$ cat src/rtl/verify_scheduler.sv
// Buffers UART RX bytes, paces them into the sequence checker one per GAP clocks,
// and returns one verdict byte per NUL-terminated frame over the UART TX handshake.
module verify_scheduler #(
   parameter int unsigned FIFO_DEPTH = 16,
   parameter int unsigned GAP        = 10,
   parameter int unsigned TIMEOUT    = 64
) (
   input  logic       clk,
   input  logic       rst,
   input  logic [7:0] rx_data,
   input  logic       rx_valid,
   output logic [7:0] ascii_char,
   output logic       char_valid,
   input  logic       sequence_valid,
   input  logic       output_strobe,
   output logic [7:0] tx_data,
   output logic       tx_valid,
   input  logic       tx_ready,
   output logic       busy,
   output logic       overflow,
   output logic [7:0] pass_cnt,
   output logic [7:0] fail_cnt
);

   localparam int unsigned AW = $clog2(FIFO_DEPTH);
   localparam int unsigned GW = $clog2(GAP);
   localparam int unsigned TW = $clog2(TIMEOUT + 1);
   localparam logic [AW:0]   FULL_CNT = (AW + 1)'(FIFO_DEPTH);
   localparam logic [GW-1:0] GAP_M1   = GW'(GAP - 1);
   localparam logic [TW-1:0] TO_M1    = TW'(TIMEOUT - 1);
   localparam logic [7:0]    CH_Y = 8'h59;
   localparam logic [7:0]    CH_N = 8'h4E;
   localparam logic [7:0]    CH_T = 8'h54;

   typedef enum logic [1:0] {S_IDLE, S_FEED, S_WAIT, S_RESP} state_t;

   state_t        state_q, state_d;
   logic [7:0]    mem_q [FIFO_DEPTH];
   logic [AW-1:0] wr_ptr_q, wr_ptr_d, rd_ptr_q, rd_ptr_d;
   logic [AW:0]   count_q, count_d;
   logic [GW-1:0] gap_q, gap_d;
   logic [TW-1:0] to_q, to_d;
   logic          seen_q, seen_d;
   logic [7:0]    ascii_q, ascii_d, tx_data_q, tx_data_d;
   logic [7:0]    pass_q, pass_d, fail_q, fail_d;
   logic          char_valid_q, char_valid_d, tx_valid_q, tx_valid_d, ovf_q, ovf_d;
   logic          empty, full, push, pop;
   logic [7:0]    head;

   assign empty = (count_q == '0);
   assign full  = (count_q == FULL_CNT);
   assign head  = mem_q[rd_ptr_q];

   always_comb begin
      state_d      = state_q;
      wr_ptr_d     = wr_ptr_q;
      rd_ptr_d     = rd_ptr_q;
      count_d      = count_q;
      gap_d        = gap_q;
      to_d         = to_q;
      seen_d       = seen_q;
      ascii_d      = ascii_q;
      tx_data_d    = tx_data_q;
      tx_valid_d   = tx_valid_q;
      pass_d       = pass_q;
      fail_d       = fail_q;
      ovf_d        = ovf_q;
      char_valid_d = 1'b0;
      pop          = 1'b0;

      case (state_q)
         S_IDLE: begin
            if (!empty) begin
               state_d = S_FEED;
               gap_d   = GAP_M1;
            end
         end
         S_FEED: begin
            if (gap_q != '0) begin
               gap_d = gap_q - 1'b1;
            end else if (!empty) begin
               pop          = 1'b1;
               ascii_d      = head;
               char_valid_d = 1'b1;
               gap_d        = GAP_M1;
               // A NUL only ends the frame once payload has been seen; leading NULs are just fed.
               if (head != 8'h00) begin
                  seen_d = 1'b1;
               end else if (seen_q) begin
                  seen_d  = 1'b0;
                  to_d    = '0;
                  state_d = S_WAIT;
               end
            end
         end
         S_WAIT: begin
            if (output_strobe) begin
               tx_data_d  = sequence_valid ? CH_Y : CH_N;
               tx_valid_d = 1'b1;
               state_d    = S_RESP;
            end else if (to_q == TO_M1) begin
               tx_data_d  = CH_T;
               tx_valid_d = 1'b1;
               state_d    = S_RESP;
            end else begin
               to_d = to_q + 1'b1;
            end
         end
         S_RESP: begin
            if (tx_ready) begin
               tx_valid_d = 1'b0;
               state_d    = S_IDLE;
               if (tx_data_q == CH_Y) begin
                  if (pass_q != 8'hFF) pass_d = pass_q + 1'b1;
               end else if (fail_q != 8'hFF) begin
                  fail_d = fail_q + 1'b1;
               end
            end
         end
         default: state_d = S_IDLE;
      endcase

      // A pop on the same cycle frees the slot, so a full FIFO still accepts the byte.
      push = rx_valid && (!full || pop);
      if (rx_valid && !push) ovf_d = 1'b1;
      if (push) wr_ptr_d = wr_ptr_q + 1'b1;
      if (pop)  rd_ptr_d = rd_ptr_q + 1'b1;
      case ({push, pop})
         2'b10:   count_d = count_q + 1'b1;
         2'b01:   count_d = count_q - 1'b1;
         default: ;
      endcase
   end

   always_ff @(posedge clk) begin
      if (push) mem_q[wr_ptr_q] <= rx_data;
   end

   always_ff @(posedge clk) begin
      if (rst) begin
         state_q      <= S_IDLE;
         wr_ptr_q     <= '0;
         rd_ptr_q     <= '0;
         count_q      <= '0;
         gap_q        <= '0;
         to_q         <= '0;
         seen_q       <= 1'b0;
         ascii_q      <= '0;
         tx_data_q    <= '0;
         tx_valid_q   <= 1'b0;
         pass_q       <= '0;
         fail_q       <= '0;
         ovf_q        <= 1'b0;
         char_valid_q <= 1'b0;
      end else begin
         state_q      <= state_d;
         wr_ptr_q     <= wr_ptr_d;
         rd_ptr_q     <= rd_ptr_d;
         count_q      <= count_d;
         gap_q        <= gap_d;
         to_q         <= to_d;
         seen_q       <= seen_d;
         ascii_q      <= ascii_d;
         tx_data_q    <= tx_data_d;
         tx_valid_q   <= tx_valid_d;
         pass_q       <= pass_d;
         fail_q       <= fail_d;
         ovf_q        <= ovf_d;
         char_valid_q <= char_valid_d;
      end
   end

   assign ascii_char = ascii_q;
   assign char_valid = char_valid_q;
   assign tx_data    = tx_data_q;
   assign tx_valid   = tx_valid_q;
   assign busy       = (state_q != S_IDLE);
   assign overflow   = ovf_q;
   assign pass_cnt   = pass_q;
   assign fail_cnt   = fail_q;

endmodule

$ cat config.mk
export PLATFORM = sky130hd
export DESIGN_NAME = verify_scheduler
export DESIGN_NICKNAME = d
export VERILOG_FILES = /design/src/rtl/verify_scheduler.sv
export SDC_FILE = /design/constraint.sdc
export NUM_CORES = 1
export LEC_CHECK = 0
export BUFFER_PORTS_ARGS = -buffer_cell sky130_fd_sc_hd__buf_2
export CAP_MARGIN = 20
export CORE_MARGIN = 2
export CORE_UTILIZATION = 50
export DETAILED_ROUTE_END_ITERATION = 8
export GPL_ROUTABILITY_DRIVEN = 0
export PLACE_DENSITY = 0.68
export SLEW_MARGIN = 20
export SYNTH_ARGS = -nofsm -noshare
export SYNTH_HDL_FRONTEND = slang
export SYNTH_SLANG_ARGS = --single-unit
$ cat constraint.sdc
create_clock -name clk -period 3.7 [get_ports clk]
set_clock_uncertainty 0.1 [all_clocks]
set_input_delay 0.74 -clock clk [delete_from_list [all_inputs] [get_ports clk]]
set_output_delay 0.74 -clock clk [all_outputs]
set_load 0.01 [all_outputs]
==> results_dict.tcl, run 1 <==
set metrics [dict create \
    die-area_mm2 0.01710 \
    min_from "ascii_char[5]" \
    multi_input_area_mm2 0.002681 \
    grt_max_degree 57 \
    cts.clk_slew.worst_paths_ns 0.07 \
    crit_path_end_kind "flip-flop" \
    antenna_found_initial 1 \
    crit_fanout 26 \
    cts_tree "built" \
    rsz0062_at_grt "no" \
    grt_pass1_vias 4843 \
    cts_buffer_depth 2 \
    fillCellCount 1270 \
    rr_endpoint "to_q[0]" \
    power_density_mw_per_mm2 555.9 \
    post-route-period-util_pct 90.24 \
    drc 0 \
    startpoint_type "flip-flop" \
    instances_no_fill 879 \
    postCtsHoldBufs 0 \
    ys_types 65 \
    reg2reg_slack_ns 0.36 \
    antennaDiodeCount 0 \
    min_path_type "reg2reg" \
    hold_violations 0 \
    drive_gt1_share_pct 20.81 \
    min_to "ascii_char[5]" \
    syn-instance-count 583 \
    track_usage_pct 20.33 \
    core-area_mm2 0.01577 \
    drv_cap 0 \
    overflow 0 \
    final_util_pct 58.18 \
    finalMaxSlewViolations 0 \
    critPathMaxStageDelay_ns 0.92 \
    critPathSlowestCell "dfxtp_2" \
    totalNegativeSetupSlack_ns 0 \
    static-leakage-power_nw 3.228 \
    path_cells "mux4_2, a22oi_1, nand3_1, nor4_2, nand2_1, o41ai_2, mux2i_1" \
    period_needed_ns 3.339 \
    setup_viol 0 \
    synth-main-ff-cell "edfxtp_1" \
    design.final.nets 682 \
    synth_top_area_share_pct 47.83 \
    cts_root_buf "clkbuf_16" \
    critical_path_arrival_ns 3.54 \
    syn_avg_cell_area_um2 13.78 \
    path_class "reg2reg" \
    post-place-ws_ns 0.3732 \
    synth_seq_cells 192 \
    wirelength_um 16550 \
    status "completed" \
    ir_drop_v 0.0003966 \
    ys_seq_area_share_pct 63.77 \
    initial_core_util_pct 50.96 \
    fin_ws_ns 0.3613 \
    wl_per_cell_um 18.82 \
    placed_cells 847 \
    drtIter0Drc 428 \
    ctsResizeCount 0 \
    synthArstFlopShare_pct 0 \
    dp_hpwl_um 11280 \
    cts_made_buffers 17 \
    seq_area_mm2 0.005126 \
    grt_pass1_wl_um 25790 \
    synth-edff-count 128 \
    fmax_ghz 0.2995 \
    slew_headroom_pct 40.15 \
    cts_max_level 4 \
    viasPerCell 5.709 \
    clock_latency_ns 0.44 \
    row_count 46 \
    ant_nets 0 \
    hold_depth 2 \
    ioPinCount 50 \
    area_growth_pct 14.17 \
    vias 5018 \
    synth_area_leaders "edfxtp_1, dfxtp_1, mux4_2" \
    synth_area_mm2 0.008036 \
    worst_slew_pin_slew_ns 0.8977 \
    yosys_warnings 0 \
    io_buffers 47 \
    die_h_um 130.8 \
    postCtsSetupBuffers 0 \
    synth_top_area_cell "edfxtp_1" \
    reg2reg_depth 7 \
    cts.sinks 192 \
    firstDrtPassIters 5 \
    crit_required_ns 3.90 \
    die_w_um 130.8 \
]
cells in the mapped netlist, types with 3 or more instances:
| library cell | number |
|---|---|
| nor3b_1 | 3 |
| dfxtp_1 | 64 |
| nand2_1 | 51 |
| o21ai_0 | 9 |
| buf_2 | 3 |
| a31oi_1 | 4 |
| inv_1 | 23 |
| mux4_2 | 23 |
| o211ai_1 | 3 |
| nor2b_1 | 4 |
| nor3_1 | 12 |
| o21a_1 | 3 |
| edfxtp_1 | 128 |
| nor2_1 | 61 |
| xor2_1 | 12 |
| o22ai_1 | 3 |
| nand4_1 | 10 |
| nand3_1 | 14 |
| ha_1 | 17 |
| xnor2_1 | 7 |
| mux2i_1 | 12 |
| mux4_1 | 7 |
| and3_1 | 5 |
| a22oi_1 | 5 |
| a22o_1 | 3 |
| clkbuf_1 | 16 |
| or3_1 | 5 |
| nand2b_1 | 6 |
| a21o_1 | 3 |
| a21oi_1 | 20 |
| a211oi_1 | 5 |
layer usage:
metal	up-vias	track usage [%]	wire [µm]
met2	149	35.54	8591
met4	2	7.760	296
met1	2522	25.09	6888
met3	25	4.072	763
met5	-	0	7
li1	2320	-	-
critical path, delay by kind of cell (launching register included):
| family | cells | cell delay, ns |
|---|---|---|
| muxes | 2 | 0.79 |
| AOI/OAI and AO/OA | 2 | 0.64 |
| DFF | 1 | 0.92 |
| and+or+nand+nor | 3 | 0.75 |
registers in the layout (all words and copies together) (netlist names), named ones only:
register    count
ascii_char      8
char_valid      1
count_q         5
fail_cnt        8
gap_q           4
mem_q         128
overflow        1
pass_cnt        8
rd_ptr_q        4
seen_q          1
state_q         2
to_q            7
tx_data         6
tx_valid        1
wr_ptr_q        4
final cells by class:
cell class	instances	share of cell area, %
Multi-Input combinational cell	344	29.22
Sequential cell	192	55.87
Inverter	23	0.9410
Timing Repair Buffer	72	4.746
Clock buffer	17	4.637
Clock inverter	15	1.636
Tap cell	216	2.946
logic make-up after synthesis:
| family | Yosys count | share of synthesized area (%) |
|---|---|---|
| AO/OA/AOI/OAI | 79 | 7.084 |
| XOR/XNOR | 19 | 2.071 |
| adder cells (fa/ha/maj) | 18 | 2.896 |
| buffers and inverters | 48 | 2.911 |
| flip-flops | 192 | 63.77 |
| multiplexers | 45 | 10.65 |
| other | 1 | 0.04666 |
| AND/OR/NAND/NOR | 181 | 10.57 |
cell usage in the layout, fill, tap and decap left out, types with 4 or more instances in the layout:
cell	n
nand4_1	10
nand2_1	51
inv_1	23
a21oi_1	20
nor3_1	12
buf_2	47
nand2b_1	6
xor2_1	12
nor2b_1	4
edfxtp_1	128
clkinvlp_4	4
or3_1	5
mux4_1	7
a31oi_1	4
nand3_1	14
ha_1	17
a22oi_1	5
clkbuf_16	17
nor2_1	61
o21ai_0	9
buf_4	24
mux4_2	23
and3_1	5
dfxtp_1	63
xnor2_1	7
mux2i_1	12
a211oi_1	5
metrics by stage:
step	area (µm²)	power (mW)	hold slack [ns]
2_1_floorplan	8040	3.134	0.3253
3_3_place_gp	8600	3.333	0.3439
3_5_place_dp	8600	3.374	0.3558
4_1_cts	9175	5.126	0.3655
5_1_grt	9175	5.313	0.3812
6_report	9175	5.101	0.3596
power breakdown:
| part | leakage [nW] | internal, mW | switching [mW] | total, mW |
|---|---|---|---|---|
| registers | 1.67 | 2.39 | 0.112 | 2.50 |
| clock network | 0.270 | 0.946 | 0.820 | 1.77 |
| logic | 1.28 | 0.364 | 0.470 | 0.834 |
| total | 3.23 | 3.70 | 1.40 | 5.10 |
worst max-delay path by stage:
| stage | slack, ns | start | cells after the start | end |
|---|---|---|---|---|
| 6_report | 0.36 | flip-flop | 7 | to_q[0] |
| 5_1_grt | 0.10 | flip-flop | 7 | to_q[0] |
| 4_1_cts | 0.36 | flip-flop | 6 | to_q[0] |
| 3_5_place_dp | 0.37 | flip-flop | 6 | to_q[0] |
| 3_3_place_gp | 0.44 | flip-flop | 6 | to_q[0] |
| 2_1_floorplan | 0.84 | gap_q[0] | 7 | mem_q[3][0] |
Power figures use the tool's default switching activity.
==> run 2, diff against run 1 <==
- ABC_AREA: unset -> 1
==> results_dict.tcl, run 2 <==
set metrics [dict create \
    status "completed" \
    grt_pass1_vias 5624 \
    critical_path_arrival_ns 2.82 \
    path_class "reg2reg" \
    p_comb_share_pct 22.4 \
    area_growth_pct 10.99 \
    firstDrtPassIters 5 \
    synth_top_area_share_pct 45.20 \
    r2r-start "gap_q[0]" \
    fmax_ghz 0.3504 \
    fillCellCount 1479 \
    synthTopCellsByCount "nand2_1, edfxtp_1, inv_1" \
    postCtsSetupBuffers 0 \
    finalPower_mw 5.584 \
    wirelength_um 18780 \
    synth_area_leaders "edfxtp_1, dfxtp_1, nand2_1" \
    whs_ns 0.3695 \
    post-route-period-util_pct 77.14 \
    drc 0 \
    cts.clk_slew.worst_paths_ns 0.07 \
    crit_required_ns 3.66 \
    crit_fanout 10 \
    synth-edff-count 128 \
    cts_root_buf "clkbuf_16" \
    cts_made_buffers 17 \
    worst_slew_pin_slew_ns 0.8525 \
    viasPerCell 5.224 \
    die_h_um 134.4 \
    p_seq_share_pct 45.4 \
    cp-startpoint "gap_q[0]" \
    ys_seq_area_share_pct 60.27 \
    synth_area_mm2 0.008503 \
    min_path_type "reg2reg" \
    core-area_mm2 0.01658 \
    overflow 0 \
    initial_core_util_pct 51.28 \
    synth_most_common_cell "nand2_1" \
    yosys_warnings 0 \
    largest_reg_flops 128 \
    synth_top_area_cell "edfxtp_1" \
    drive_gt1_share_pct 10.30 \
    startpoint_type "flip-flop" \
    p_switching_mw 1.789 \
    ctsResizeCount 0 \
    ant_nets 0 \
    power.share.clock_pct 32.2 \
    min_from "overflow" \
    clock_latency_ns 0.43 \
    ys_types 39 \
    antenna_found_initial 0 \
    syn-instance-count 921 \
    reg2reg_depth 14 \
    final_cell_mix "nand2_1, edfxtp_1, inv_1, nand3_1, nor2_1" \
    hold_depth 1 \
    p_int_mw 3.795 \
    ir_drop_v 0.0003514 \
    final_util_pct 56.91 \
    hold_violations 0 \
    vias 6222 \
    grt_pass1_wl_um 29820 \
    power_density_mw_per_mm2 591.7 \
    rsz0062_at_grt "no" \
    drtIter0Drc 597 \
    antennaDiodeCount 0 \
    cts_tree "built" \
    cts.sinks 192 \
    synthArstFlopShare_pct 0 \
    synth-main-ff-cell "edfxtp_1" \
    ioPinCount 50 \
    synth_seq_cells 192 \
    design.final.nets 990 \
    row_count 47 \
    track_usage_pct 21.57 \
    totalNegativeSetupSlack_ns 0 \
    switching_share_pct 32.04 \
    io_buffers 47 \
    postCtsHoldBufs 0 \
    wl_per_cell_um 15.77 \
    setup_viol 0 \
    crit_path_end_kind "flip-flop" \
    finalMaxSlewViolations 0 \
    cts_buffer_depth 2 \
    period_needed_ns 2.854 \
    die-area_mm2 0.01807 \
    cts_max_level 4 \
    static-leakage-power_nw 3.951 \
    dp_hpwl_um 12220 \
    die_w_um 134.4 \
    drv_cap 0 \
    regMostFlops "mem_q" \
    slew_headroom_pct 42.96 \
    grt_max_degree 60 \
    final_common_cell "nand2_1" \
    syn_avg_cell_area_um2 9.233 \
]
[run 2: cell types whose count changed after synthesis, sizes merged, moves of 17 or more]
cell / previous run / this run
nand3: 15 / 103
o21ai: 9 / 38
a21oi: 20 / 37
inv: 23 / 112
mux4: 30 / 0
nand2: 51 / 237
nor2: 61 / 98
[run 2: worst max-delay path: stages (launching register included)]
cell     delay (ns)
dfxtp_1        0.31
inv_1          0.11
ha_1           0.16
inv_1          0.03
nor2_1         0.10
nand2_1        0.06
inv_1          0.06
nand2_1        0.08
inv_2          0.07
nand2_2        0.13
nand3_1        0.15
nand2_1        0.16
inv_2          0.14
nand2_1        0.14
nor2_1         0.66
[run 2: per-layer routing]
metal	vias to the layer above	wire length [µm]	track usage (%)
met1	2916	8647	31.02
met3	19	1084	4.157
met5	-	0	0
li1	3100	-	-
met2	187	8805	33.67
met4	0	243	5.906
[run 2: through the flow]
step,area [µm²],setup slack [ns],cells
finish,9438,0.8458,1191
global placement,8861,0.8947,1159
global route,9438,0.5786,1191
floorplan,8507,1.215,922
CTS,9438,0.8094,1191
detailed placement,8861,0.8145,1159
[run 2: cell type report]
| class | count | area [µm²] | area share [%] |
|---|---|---|---|
| clock inverter | 15 | 151.4 | 1.604 |
| sequential | 192 | 5126 | 54.32 |
| multi-input combinational | 581 | 2753 | 29.17 |
| tap | 220 | 275.3 | 2.917 |
| timing repair buffer | 53 | 280.3 | 2.970 |
| inverter | 113 | 426.7 | 4.521 |
| clock buffer | 17 | 425.4 | 4.507 |
[run 2: kinds of logic after synthesis]
logic type      Yosys count  share of synthesized area (%)
other cells               1                        0.04410
simple gates            459                          22.43
flops                   192                          60.27
buf+inv                 149                          7.401
xor+xnor                  6                         0.6180
compound gates           96                          6.504
fa+ha+maj                18                          2.737
[run 2: final timing paths]
check | slack, ns | to
worst max register to register | 0.85 | mem_q[11][7]
worst min register to register | 0.37 | overflow
worst max-delay path | 0.85 | mem_q[11][7]
worst min-delay path | 0.37 | overflow
[run 2: power by group through the flow]
stage          clock, mW  combinational, mW  sequential (mW)
2_1_floorplan          0              0.947             2.57
3_3_place_gp           0               1.23             2.58
3_5_place_dp           0               1.24             2.58
4_1_cts             1.82               1.25             2.54
5_1_grt             1.90               1.43             2.55
6_report            1.80               1.25             2.54
